[config.mk]
export PLATFORM = sky130hd
export DESIGN_NAME = number_to_word_ids_flat
export DESIGN_NICKNAME = d
export VERILOG_FILES = /design/src/rtl/word_id_pkg.sv /design/src/rtl/number_to_word_ids_if.sv /design/src/rtl/number_to_word_ids_bin2bcd_iter.sv /design/src/rtl/number_to_word_ids.sv /design/src/flat_wrapper.sv
export SDC_FILE = /design/constraint.sdc
export NUM_CORES = 1
export LEC_CHECK = 0
export BUFFER_PORTS_ARGS = -buffer_cell sky130_fd_sc_hd__buf_2
export CELL_PAD_IN_SITES_DETAIL_PLACEMENT = 1
export CELL_PAD_IN_SITES_GLOBAL_PLACEMENT = 2
export CORE_MARGIN = 1.5
export CORE_UTILIZATION = 35
export CTS_BUF_LIST = sky130_fd_sc_hd__clkbuf_8
export CTS_CLUSTER_DIAMETER = 30
export CTS_CLUSTER_SIZE = 28
export DETAILED_ROUTE_END_ITERATION = 8
export GPL_TIMING_DRIVEN = 0
export MAX_ROUTING_LAYER = met4
export PLACE_DENSITY = 0.79
export SETUP_SLACK_MARGIN = 0.02
export SLEW_MARGIN = 10
export SYNTH_ARGS = -nofsm -noshare
export SYNTH_HDL_FRONTEND = slang
export SYNTH_SLANG_ARGS = --single-unit
[constraint.sdc]
create_clock -name clk -period 1.8 [get_ports clk]
set_clock_uncertainty 0.05 [all_clocks]
set_input_delay 0.36 -clock clk [delete_from_list [all_inputs] [get_ports clk]]
set_output_delay 0.36 -clock clk [all_outputs]
set_load 0.02 [all_outputs]
[src/rtl/word_id_pkg.sv]
// Shared word-ID constants, FSM state type and BCD helper for the word-ID
// transmit and accumulator paths.
package word_id_pkg;

  localparam logic [5:0]  ID_DONE   = 6'd46;
  localparam logic [5:0]  ID_START  = 6'd47;
  localparam logic [5:0]  THOU_BASE = 6'd36;
  localparam logic [5:0]  HUND_BASE = 6'd27;
  localparam logic [5:0]  TENS_BASE = 6'd18;
  localparam logic [5:0]  ID_TEN    = 6'd10;
  localparam logic [5:0]  ID_TWENTY = 6'd20;
  localparam logic [13:0] MAX_VALUE = 14'd9999;

  typedef enum logic [2:0] {
    ST_IDLE,
    ST_CONV,
    ST_EMIT_START,
    ST_EMIT_THOU,
    ST_EMIT_HUND,
    ST_EMIT_TENS,
    ST_EMIT_ONES,
    ST_EMIT_DONE
  } state_t;

  // Double-dabble correction: any digit of 5 or more gets +3 before the shift.
  function automatic logic [15:0] bcd_adjust(input logic [15:0] b);
    logic [15:0] r;
    r = b;
    for (int i = 0; i < 4; i++) begin
      if (b[4*i +: 4] >= 4'd5) r[4*i +: 4] = b[4*i +: 4] + 4'd3;
    end
    return r;
  endfunction

endpackage

[src/rtl/number_to_word_ids_if.sv]
// Word-ID stream: one 6-bit ID per beat, valid/ready handshake.
interface number_to_word_ids_if;
  logic [5:0] id;
  logic       id_valid;
  logic       id_ready;

  modport master (output id, output id_valid, input id_ready);
  modport slave  (input id, input id_valid, output id_ready);
endinterface

[src/rtl/number_to_word_ids_bin2bcd_iter.sv]
// Iterative 14-bit binary to 4-digit BCD converter; done pulses one cycle
// after the 14th shift and the digits then hold until the next start.
module bin2bcd_iter
  import word_id_pkg::*;
(
  input  logic        clk,
  input  logic        reset,
  input  logic        start,
  input  logic [13:0] bin,
  output logic        done,
  output logic [3:0]  thou,
  output logic [3:0]  hund,
  output logic [3:0]  tens,
  output logic [3:0]  ones
);

  logic [13:0] shift_q;
  logic [15:0] bcd_q;
  logic [3:0]  cnt_q;
  logic        running;
  logic [15:0] adj;

  assign adj = bcd_adjust(bcd_q);

  always_ff @(posedge clk or posedge reset) begin
    if (reset) begin
      shift_q <= '0;
      bcd_q   <= '0;
      cnt_q   <= '0;
      running <= 1'b0;
      done    <= 1'b0;
    end else if (start) begin
      shift_q <= bin;
      bcd_q   <= '0;
      cnt_q   <= 4'd14;
      running <= 1'b1;
      done    <= 1'b0;
    end else if (running) begin
      {bcd_q, shift_q} <= {adj, shift_q} << 1;
      cnt_q <= cnt_q - 4'd1;
      if (cnt_q == 4'd1) begin
        running <= 1'b0;
        done    <= 1'b1;
      end
    end else begin
      done <= 1'b0;
    end
  end

  assign thou = bcd_q[15:12];
  assign hund = bcd_q[11:8];
  assign tens = bcd_q[7:4];
  assign ones = bcd_q[3:0];

endmodule

[src/rtl/number_to_word_ids.sv]
// Speaks a binary value 0-9999 as a stream of word IDs:
// [START], thousands, hundreds, tens/teens, ones, DONE.
module number_to_word_ids #(
  parameter bit EMIT_START = 1'b1
) (
  input  logic                        clk,
  input  logic                        reset,
  input  logic [13:0]                 value,
  input  logic                        start,
  output logic                        busy,
  output logic                        err,
  number_to_word_ids_if.master        words
);
  import word_id_pkg::*;

  state_t     state;
  logic [5:0] id_q;
  logic       id_valid_q;
  logic       conv_start;
  logic       bcd_done;
  logic [3:0] thou, hund, tens, ones;

  assign conv_start = (state == ST_IDLE) && start && (value <= MAX_VALUE);

  bin2bcd_iter u_bcd (
    .clk   (clk),
    .reset (reset),
    .start (conv_start),
    .bin   (value),
    .done  (bcd_done),
    .thou  (thou),
    .hund  (hund),
    .tens  (tens),
    .ones  (ones)
  );

  logic [5:0] thou_id, hund_id, tens_id, ones_id;
  logic [4:0] emit_mask;

  // Teens are a single word, so the ones digit is folded in when tens == 1.
  always_comb begin
    thou_id = THOU_BASE + {2'b00, thou};
    hund_id = HUND_BASE + {2'b00, hund};
    ones_id = {2'b00, ones};
    case (tens)
      4'd1:    tens_id = ID_TEN + {2'b00, ones};
      4'd2:    tens_id = ID_TWENTY;
      default: tens_id = TENS_BASE + {2'b00, tens};
    endcase
    emit_mask = {(ones != 4'd0) && (tens != 4'd1), tens != 4'd0,
                 hund != 4'd0, thou != 4'd0, EMIT_START};
  end

  logic [2:0] search_from;
  logic [2:0] nxt_pos;
  state_t     nxt_state;
  logic [5:0] nxt_id;

  // Next word is the first enabled slot after the current one; DONE always ends.
  always_comb begin
    case (state)
      ST_EMIT_START: search_from = 3'd1;
      ST_EMIT_THOU:  search_from = 3'd2;
      ST_EMIT_HUND:  search_from = 3'd3;
      ST_EMIT_TENS:  search_from = 3'd4;
      ST_EMIT_ONES:  search_from = 3'd5;
      default:       search_from = 3'd0;
    endcase
    nxt_pos = 3'd5;
    for (int k = 4; k >= 0; k--) begin
      if ((3'(k) >= search_from) && emit_mask[k]) nxt_pos = 3'(k);
    end
    case (nxt_pos)
      3'd0:    begin nxt_state = ST_EMIT_START; nxt_id = ID_START; end
      3'd1:    begin nxt_state = ST_EMIT_THOU;  nxt_id = thou_id;  end
      3'd2:    begin nxt_state = ST_EMIT_HUND;  nxt_id = hund_id;  end
      3'd3:    begin nxt_state = ST_EMIT_TENS;  nxt_id = tens_id;  end
      3'd4:    begin nxt_state = ST_EMIT_ONES;  nxt_id = ones_id;  end
      default: begin nxt_state = ST_EMIT_DONE;  nxt_id = ID_DONE;  end
    endcase
  end

  always_ff @(posedge clk or posedge reset) begin
    if (reset) begin
      state      <= ST_IDLE;
      id_q       <= '0;
      id_valid_q <= 1'b0;
      busy       <= 1'b0;
      err        <= 1'b0;
    end else begin
      err <= 1'b0;
      case (state)
        ST_IDLE: begin
          if (start) begin
            if (value > MAX_VALUE) begin
              err <= 1'b1;
            end else begin
              state <= ST_CONV;
              busy  <= 1'b1;
            end
          end
        end
        ST_CONV: begin
          if (bcd_done) begin
            state      <= nxt_state;
            id_q       <= nxt_id;
            id_valid_q <= 1'b1;
          end
        end
        ST_EMIT_DONE: begin
          if (words.id_ready) begin
            state      <= ST_IDLE;
            id_q       <= '0;
            id_valid_q <= 1'b0;
            busy       <= 1'b0;
          end
        end
        default: begin
          if (words.id_ready) begin
            state <= nxt_state;
            id_q  <= nxt_id;
          end
        end
      endcase
    end
  end

  assign words.id       = id_q;
  assign words.id_valid = id_valid_q;

endmodule

[src/flat_wrapper.sv]
// flat-port wrapper written by rule: the top's interface ports become plain ports
module number_to_word_ids_flat import word_id_pkg::*;
#(
  parameter bit EMIT_START = 1'b1
)
  (clk, reset, value, start, busy, err, words_id, words_id_valid, words_id_ready);
  number_to_word_ids_if words_i ();
  input  logic clk;
  input  logic reset;
  input  logic [13:0] value;
  input  logic start;
  output logic busy;
  output logic err;
  output wire logic [$bits(words_i.id)-1:0] words_id;
  output wire logic [$bits(words_i.id_valid)-1:0] words_id_valid;
  input wire logic [$bits(words_i.id_ready)-1:0] words_id_ready;
  assign words_id = words_i.id;
  assign words_id_valid = words_i.id_valid;
  assign words_i.id_ready = words_id_ready;
  number_to_word_ids #(.EMIT_START(EMIT_START)) u_core (.clk(clk), .reset(reset), .value(value), .start(start), .busy(busy), .err(err), .words(words_i));
endmodule
==> impl_metrics.toml, run 1 <==
[worst_hold_path]
hp-class = "input pin to flip-flop"
worstHoldPathCells = 3
hold_end = "u_core.u_bcd.shift_q[2]$_DFFE_PP0P_"
hold_start = "value[2]"

[outcome]
outcome = "finished with violations"
violations = "setup timing"

[critical_path]
worstSetupStartpointType = "flip-flop"
worst_setup_path_end_kind = "flip-flop"
criticalPathCategory = "flip-flop to flip-flop"
reg2reg_slack_ps = -160
cp.required_ps = 1920
cp_max_fo = 7
worstReg2RegEnd = "u_core.words.id[2]$_DFFE_PP0P_"
reg2regPathDepth = 7
rr_startpoint = "u_core.state[1]$_DFFE_PP0P_"
arrival_ps = 2080

[synth]
synth_ff_type = "dfrtp_1"
synth-seq-cells = 48
seq_area_frac_synth = 0.394
ys_async_sr_fraction = 1.00
synth-edff-count = 0
avgSynthCellArea_um2 = 9.26
ys_warn_count = 0
synthCells = 329
netlist_area_um2 = 3050
synthesis.nets = 367
ys_types = 50

[floorplan]
io_pins = 27
start_util = 0.365
die_width_um = 96.3
die_h_um = 96.3
coreArea_um2 = 8340
die-area_um2 = 9270
row_count = 33

[routing]
viasPerCell = 5.49
dr.pass1.iters = 4
wl_mm = 9.84
num_vias = 2845
drc = 0
post_drt_wl_per_cell_um = 19.0
antenna_violating_nets_post_route = 0
drt_iter0_drc = 107

[placed_design]
place_congestion = 0.871
hpwl_mm = 6.12
port_buffers = 25
dp_slack_ps = -334
dp.cells = 460

[pwr]
p_sw_frac = 0.446
combPwrFrac = 0.637
ir_drop_uv = 563
cellPowerDensity_nw_per_um2 = 1900
power.total_uw = 8210
pwr-share-clk = 0.114
p_seq_frac = 0.249
p_sw_uw = 3670
power.internal_uw = 4550
p_leak_uw = 0.00195

[clock_network]
clock_sinks = 48
cts_buffer_depth = 2
cts_tree = "built"
clk_pin_slew_worst_paths_ps = 90
insertion_delay_ps = 300
cts_buffers = 5
htreeDepth = 2
root_buffer = "clkbuf_8"

[final_layout]
fin_cells = 518
syn2layout_area_growth_pct = 42.0
antenna_cells = 0
nets = 451
layout-drive-gt1-share = 0.426
utilization = 0.519

[sta]
worst_slew_margin_rel = 0.634
setup_tns_ps = -3590
drv_slew = 0
fin_crit_sh = 1.09
setup_viol = 40
hold_viol = 0
rsz0062_at_grt = "yes"
tightest_slew_ps = 544
layout_min_cycle_time_ps = 1960
setup_slack_ps = -158
fmax_mhz = 511

[global_route]
grt_overflow = 0
grt_first_pass_wirelength_mm = 14.8
grt_max_degree = 36
antenna_found_initial = 0
grt.total_usage = 0.217
grt_pass1_vias = 2877

[job]
cap_violations = 0
## cell usage after synthesis, types with 2 or more instances
cell type  count  area [um2]
dfrtp_1       48        1200
nand2_1       44         165
o21ai_0       28         140
nor2_1        21        78.8
ha_1          20         250
inv_1         20        75.1
mux2i_1       18         180
a21oi_1       15        75.1
nand2b_1      10        62.6
nand3_1       10        50.1
xnor2_1       10        87.6
a32oi_1        7        61.3
a21o_1         6        45.0
clkbuf_1       5        18.8
a211oi_1       4        30.0
a221oi_1       4        35.0
buf_2          4        20.0
nor3_1         4        20.0
o211ai_1       4        30.0
xor2_1         4        35.0
a22o_1         3        26.3
nand3b_1       3        22.5
nor4_1         3        18.8
a21oi_2        2        17.5
a31oi_1        2        12.5
buf_1          2        7.51
buf_6          2        22.5
nor2b_1        2        12.5
o21a_1         2        15.0
o22ai_1        2        12.5
## worst max path at each step
stage / from / to / slack [ps] / cells past startpoint
floorplan: u_core.u_bcd.bcd_q[12]$_DFFE_PP0P_ / u_core.words.id[5]$_DFFE_PP0P_ / 20 / 7
global placement: reset / u_core.state[1]$_DFFE_PP0P_ / -520 / 2
detailed placement: u_core.u_bcd.bcd_q[8]$_DFFE_PP0P_ / u_core.words.id[1]$_DFFE_PP0P_ / -330 / 7
CTS: u_core.u_bcd.bcd_q[14]$_DFFE_PP0P_ / u_core.words.id[2]$_DFFE_PP0P_ / -70 / 7
global route: u_core.state[1]$_DFFE_PP0P_ / u_core.words.id[2]$_DFFE_PP0P_ / -190 / 7
finish: u_core.state[1]$_DFFE_PP0P_ / u_core.words.id[2]$_DFFE_PP0P_ / -160 / 7
## critical path: stages (launching register included)
cell      delay (ps)
dfrtp_1          380
buf_6            140
buf_6            120
and2b_1          170
a221oi_2         340
nand2b_1         190
o21ai_1          280
a32oi_2          150
## power groups by stage
stage | combinational (uW) | clock [uW] | sequential [uW]
finish | 5230 | 937 | 2040
global route | 5720 | 998 | 2100
floorplan | 2650 | 0 | 1980
detailed placement | 3540 | 0 | 2040
CTS | 4320 | 967 | 2010
global placement | 3480 | 0 | 2000
## per-layer routing
metal	part of all wire	vias to the layer above	GRT usage
met5	0	-	-
met4	0.022	0	0.0519
met3	0.028	24	0.0300
met2	0.51	69	0.361
met1	0.44	1431	0.281
li1	-	1321	-
## flip-flops by register name, summed over array words and instances (netlist names)
signal,count
u_core.words.id,6
u_core.words.id_valid,1
u_core.u_bcd.bcd_q,16
u_core.u_bcd.done,1
u_core.err,1
u_core.busy,1
u_core.u_bcd.running,1
u_core.state,3
u_core.u_bcd.shift_q,14
u_core.u_bcd.cnt_q,4
## cell type report
type,instances,area [um2]
buffer,14,141
clock buffer,5,68.8
clock inverter,2,60.1
fill,957,4020
inverter,21,81.3
multi-input combinational,246,2040
sequential,48,1210
tap,105,131
timing repair buffer,77,592
## logic make-up (layout without fill, tap and decap cells)
family          Yosys count  in the layout  share of synthesized area
buf+inv                  35            119                     0.0509
mux                      18             18                     0.0591
fa+ha+maj                20             20                     0.0821
xor+xnor                 14             14                     0.0402
compound gates           89             89                      0.206
flops                    48             48                      0.394
simple gates            105            105                      0.168
## metrics by stage
stage	area, um2	hold slack (ps)
3_3_place_gp	3350	466
2_1_floorplan	3090	427
3_5_place_dp	3370	310
5_1_grt	4330	199
4_1_cts	3920	201
6_report	4330	203
## cell usage in the layout (no fill, tap or decap), drive strengths merged, types with 4 or more instances in the layout
cell type  netlist  final
a211oi           4      4
a21o             6      6
a21oi           17     17
a221oi           4      4
a32oi            8      8
buf              9     83
clkbuf           5     12
dfrtp           48     48
ha              20     20
inv             20     20
mux2i           18     18
nand2           44     44
nand2b          10     10
nand3           10     10
nor2            22     22
nor3             5      5
o211ai           4      4
o21ai           28     28
xnor2           10     10
xor2             4      4
## timing repair
action,4_1_cts,5_1_grt
gates resized for setup,49,78
gates cloned,0,4
pin swaps,17,30
setup endpoints to repair,45,45
endpoints found under the hold margin,13,0
buffers inserted,31,15
hold buffers,1,0
Power figures use the tool's default switching activity.
==> inputs of run 2 (changes only) <==
--- a/config.mk
+++ b/config.mk
@@ -6,17 +6,18 @@
 export NUM_CORES = 1
 export LEC_CHECK = 0
 export BUFFER_PORTS_ARGS = -buffer_cell sky130_fd_sc_hd__buf_2
-export CELL_PAD_IN_SITES_DETAIL_PLACEMENT = 1
-export CELL_PAD_IN_SITES_GLOBAL_PLACEMENT = 2
+export CELL_PAD_IN_SITES_DETAIL_PLACEMENT = 0
+export CELL_PAD_IN_SITES_GLOBAL_PLACEMENT = 1
 export CORE_MARGIN = 1.5
-export CORE_UTILIZATION = 35
+export CORE_UTILIZATION = 42
 export CTS_BUF_LIST = sky130_fd_sc_hd__clkbuf_8
 export CTS_CLUSTER_DIAMETER = 30
 export CTS_CLUSTER_SIZE = 28
 export DETAILED_ROUTE_END_ITERATION = 8
 export GPL_TIMING_DRIVEN = 0
 export MAX_ROUTING_LAYER = met4
-export PLACE_DENSITY = 0.79
+export PLACE_DENSITY_LB_ADDON = 0.1
+export RECOVER_POWER = 100
 export SETUP_SLACK_MARGIN = 0.02
 export SLEW_MARGIN = 10
 export SYNTH_ARGS = -nofsm -noshare
==> impl_metrics.toml, run 2 (synthesis results as in run 1) <==
[routing]
antenna_violating_nets_post_route = 0
wl_mm = 7.98
drc = 0
drt_iter0_drc = 181
dr.pass1.iters = 5
num_vias = 2672
viasPerCell = 5.45
post_drt_wl_per_cell_um = 16.3

[floorplan]
coreArea_um2 = 6910
io_pins = 27
start_util = 0.441
die-area_um2 = 7770
die_width_um = 88.2
die_h_um = 88.2
row_count = 30

[final_layout]
layout-drive-gt1-share = 0.254
nets = 431
antenna_cells = 0
largest_register = "u_core.u_bcd.bcd_q"
utilization = 0.552
largest_register_ffs = 16
syn2layout_area_growth_pct = 25.2
mostFrequentLayoutCells = "nand2_1, dfrtp_1, buf_4, o21ai_0, nor2_1"

[sta]
setup_slack_ps = -125
hold_viol = 0
fin_crit_sh = 1.07
rsz0062_at_grt = "yes"
setup_viol = 7
drv_slew = 0
fmax_mhz = 520
worst_slew_margin_rel = 0.632
holdWs_ps = 204
layout_min_cycle_time_ps = 1920
tightest_slew_ps = 552

[critical_path]
worstReg2RegEnd = "u_core.words.id[2]$_DFFE_PP0P_"
arrival_ps = 2090
cp_max_fo = 6
criticalPathCategory = "flip-flop to flip-flop"
cp.required_ps = 1960
worst_setup_path_end_kind = "flip-flop"
worstSetupStartpointType = "flip-flop"
reg2reg_slack_ps = -120
rr_startpoint = "u_core.u_bcd.bcd_q[14]$_DFFE_PP0P_"
reg2regPathDepth = 7

[worst_hold_path]
hp-class = "input pin to flip-flop"
hold_end = "u_core.u_bcd.shift_q[2]$_DFFE_PP0P_"
worstHoldPathCells = 3
hold_start = "value[2]"

[pwr]
ir_drop_uv = 618
power.internal_uw = 3890
p_seq_frac = 0.284
p_sw_frac = 0.450
pwr-share-clk = 0.120
power.total_uw = 7070
p_leak_uw = 0.00172
combPwrFrac = 0.596
p_sw_uw = 3180
cellPowerDensity_nw_per_um2 = 1850

[clock_network]
cts_tree = "built"
cts_buffer_depth = 2
htreeDepth = 2
clk_pin_slew_worst_paths_ps = 100
clock_sinks = 48
cts_buffers = 5
insertion_delay_ps = 310
root_buffer = "clkbuf_8"

[global_route]
grt_pass1_vias = 2544
grt_overflow = 0
grt_max_degree = 36
antenna_found_initial = 0
grt.total_usage = 0.218
grt_first_pass_wirelength_mm = 12.5

[placed_design]
hpwl_mm = 5.38
port_buffers = 25
place_congestion = 0.918

[outcome]
outcome = "finished with violations"
violations = "setup timing"

[job]
cap_violations = 0
==> run 2: cell count changes in the layout (fill, tap and decap cells not counted), sizes merged <==
cell / previous run / this run
clkinv: 1 / 2
clkbuf: 12 / 28
buf: 83 / 47
bufinv: 2 / 1
a21oi: 17 / 18
==> run 2: area by class of cell <==
class | count | area [um2]
clock buffer | 6 | 82.6
fill | 684 | 3090
tap | 96 | 120
timing repair buffer | 56 | 335
multi-input combinational | 247 | 1860
inverter | 21 | 81.3
clock inverter | 2 | 38.8
sequential | 48 | 1210
buffer | 14 | 93.8
==> run 2: worst max-delay path by stage <==
stage / to / cells after the start / slack [ps] / startpoint
5_1_grt: u_core.words.id[0]$_DFFE_PP0P_ / 7 / -230 / u_core.u_bcd.bcd_q[12]$_DFFE_PP0P_
3_3_place_gp: u_core.u_bcd.bcd_q[15]$_DFFE_PP0P_ / 2 / -490 / reset
2_1_floorplan: u_core.words.id[5]$_DFFE_PP0P_ / 7 / 20 / u_core.u_bcd.bcd_q[12]$_DFFE_PP0P_
6_report: u_core.words.id[2]$_DFFE_PP0P_ / 7 / -120 / u_core.u_bcd.bcd_q[14]$_DFFE_PP0P_
4_1_cts: u_core.words.id[2]$_DFFE_PP0P_ / 7 / -110 / u_core.u_bcd.bcd_q[14]$_DFFE_PP0P_
3_5_place_dp: u_core.words.id[1]$_DFFE_PP0P_ / 7 / -310 / u_core.u_bcd.bcd_q[8]$_DFFE_PP0P_
==> run 2: what timing repair did <==
item / in CTS / in global routing
cloned: 0 / 4
buffers inserted: 16 / 10
pin swaps: 13 / 7
endpoints found under the hold margin: 13 / 0
endpoints found under the setup margin: 45 / 39
hold buffers: 1 / 0
resized for setup: 30 / 21
==> run 2: critical path: stages, from the launching register on <==
cell and delay [ps]:
dfrtp_1 430, inv_2 100, ha_4 150, a21oi_4 60
a211o_4 360, nor3b_4 290, nand3_1 140, a32oi_1 240
==> run 2: power groups by stage <==
stage / registers [uW] / logic [uW] / clock network [uW]
2_1_floorplan: 1980 / 2650 / 0
3_3_place_gp: 2010 / 3450 / 0
3_5_place_dp: 2030 / 3470 / 0
4_1_cts: 2000 / 3970 / 862
5_1_grt: 2080 / 4640 / 904
6_report: 2010 / 4210 / 848
==> run 2: metrics by stage <==
| step | worst slack [ps] | std cells | area [um2] | setup TNS [ps] |
|---|---|---|---|---|
| floorplan | 23.7 | 329 | 3090 | 0 |
| global placement | -491 | 450 | 3330 | -29760 |
| detailed placement | -311 | 451 | 3350 | -7000 |
| CTS | -108 | 476 | 3710 | -279 |
| global route | -226 | 490 | 3810 | -2780 |
| finish | -125 | 490 | 3810 | -406 |
==> run 2: per-layer routing <==
metal,wire (um),share of wire,GRT usage,vias up
li1,-,-,-,1299
met1,3670,0.46,0.283,1285
met5,0,0,-,-
met4,221,0.028,0.0724,0
met3,292,0.037,0.0349,20
met2,3790,0.48,0.346,68
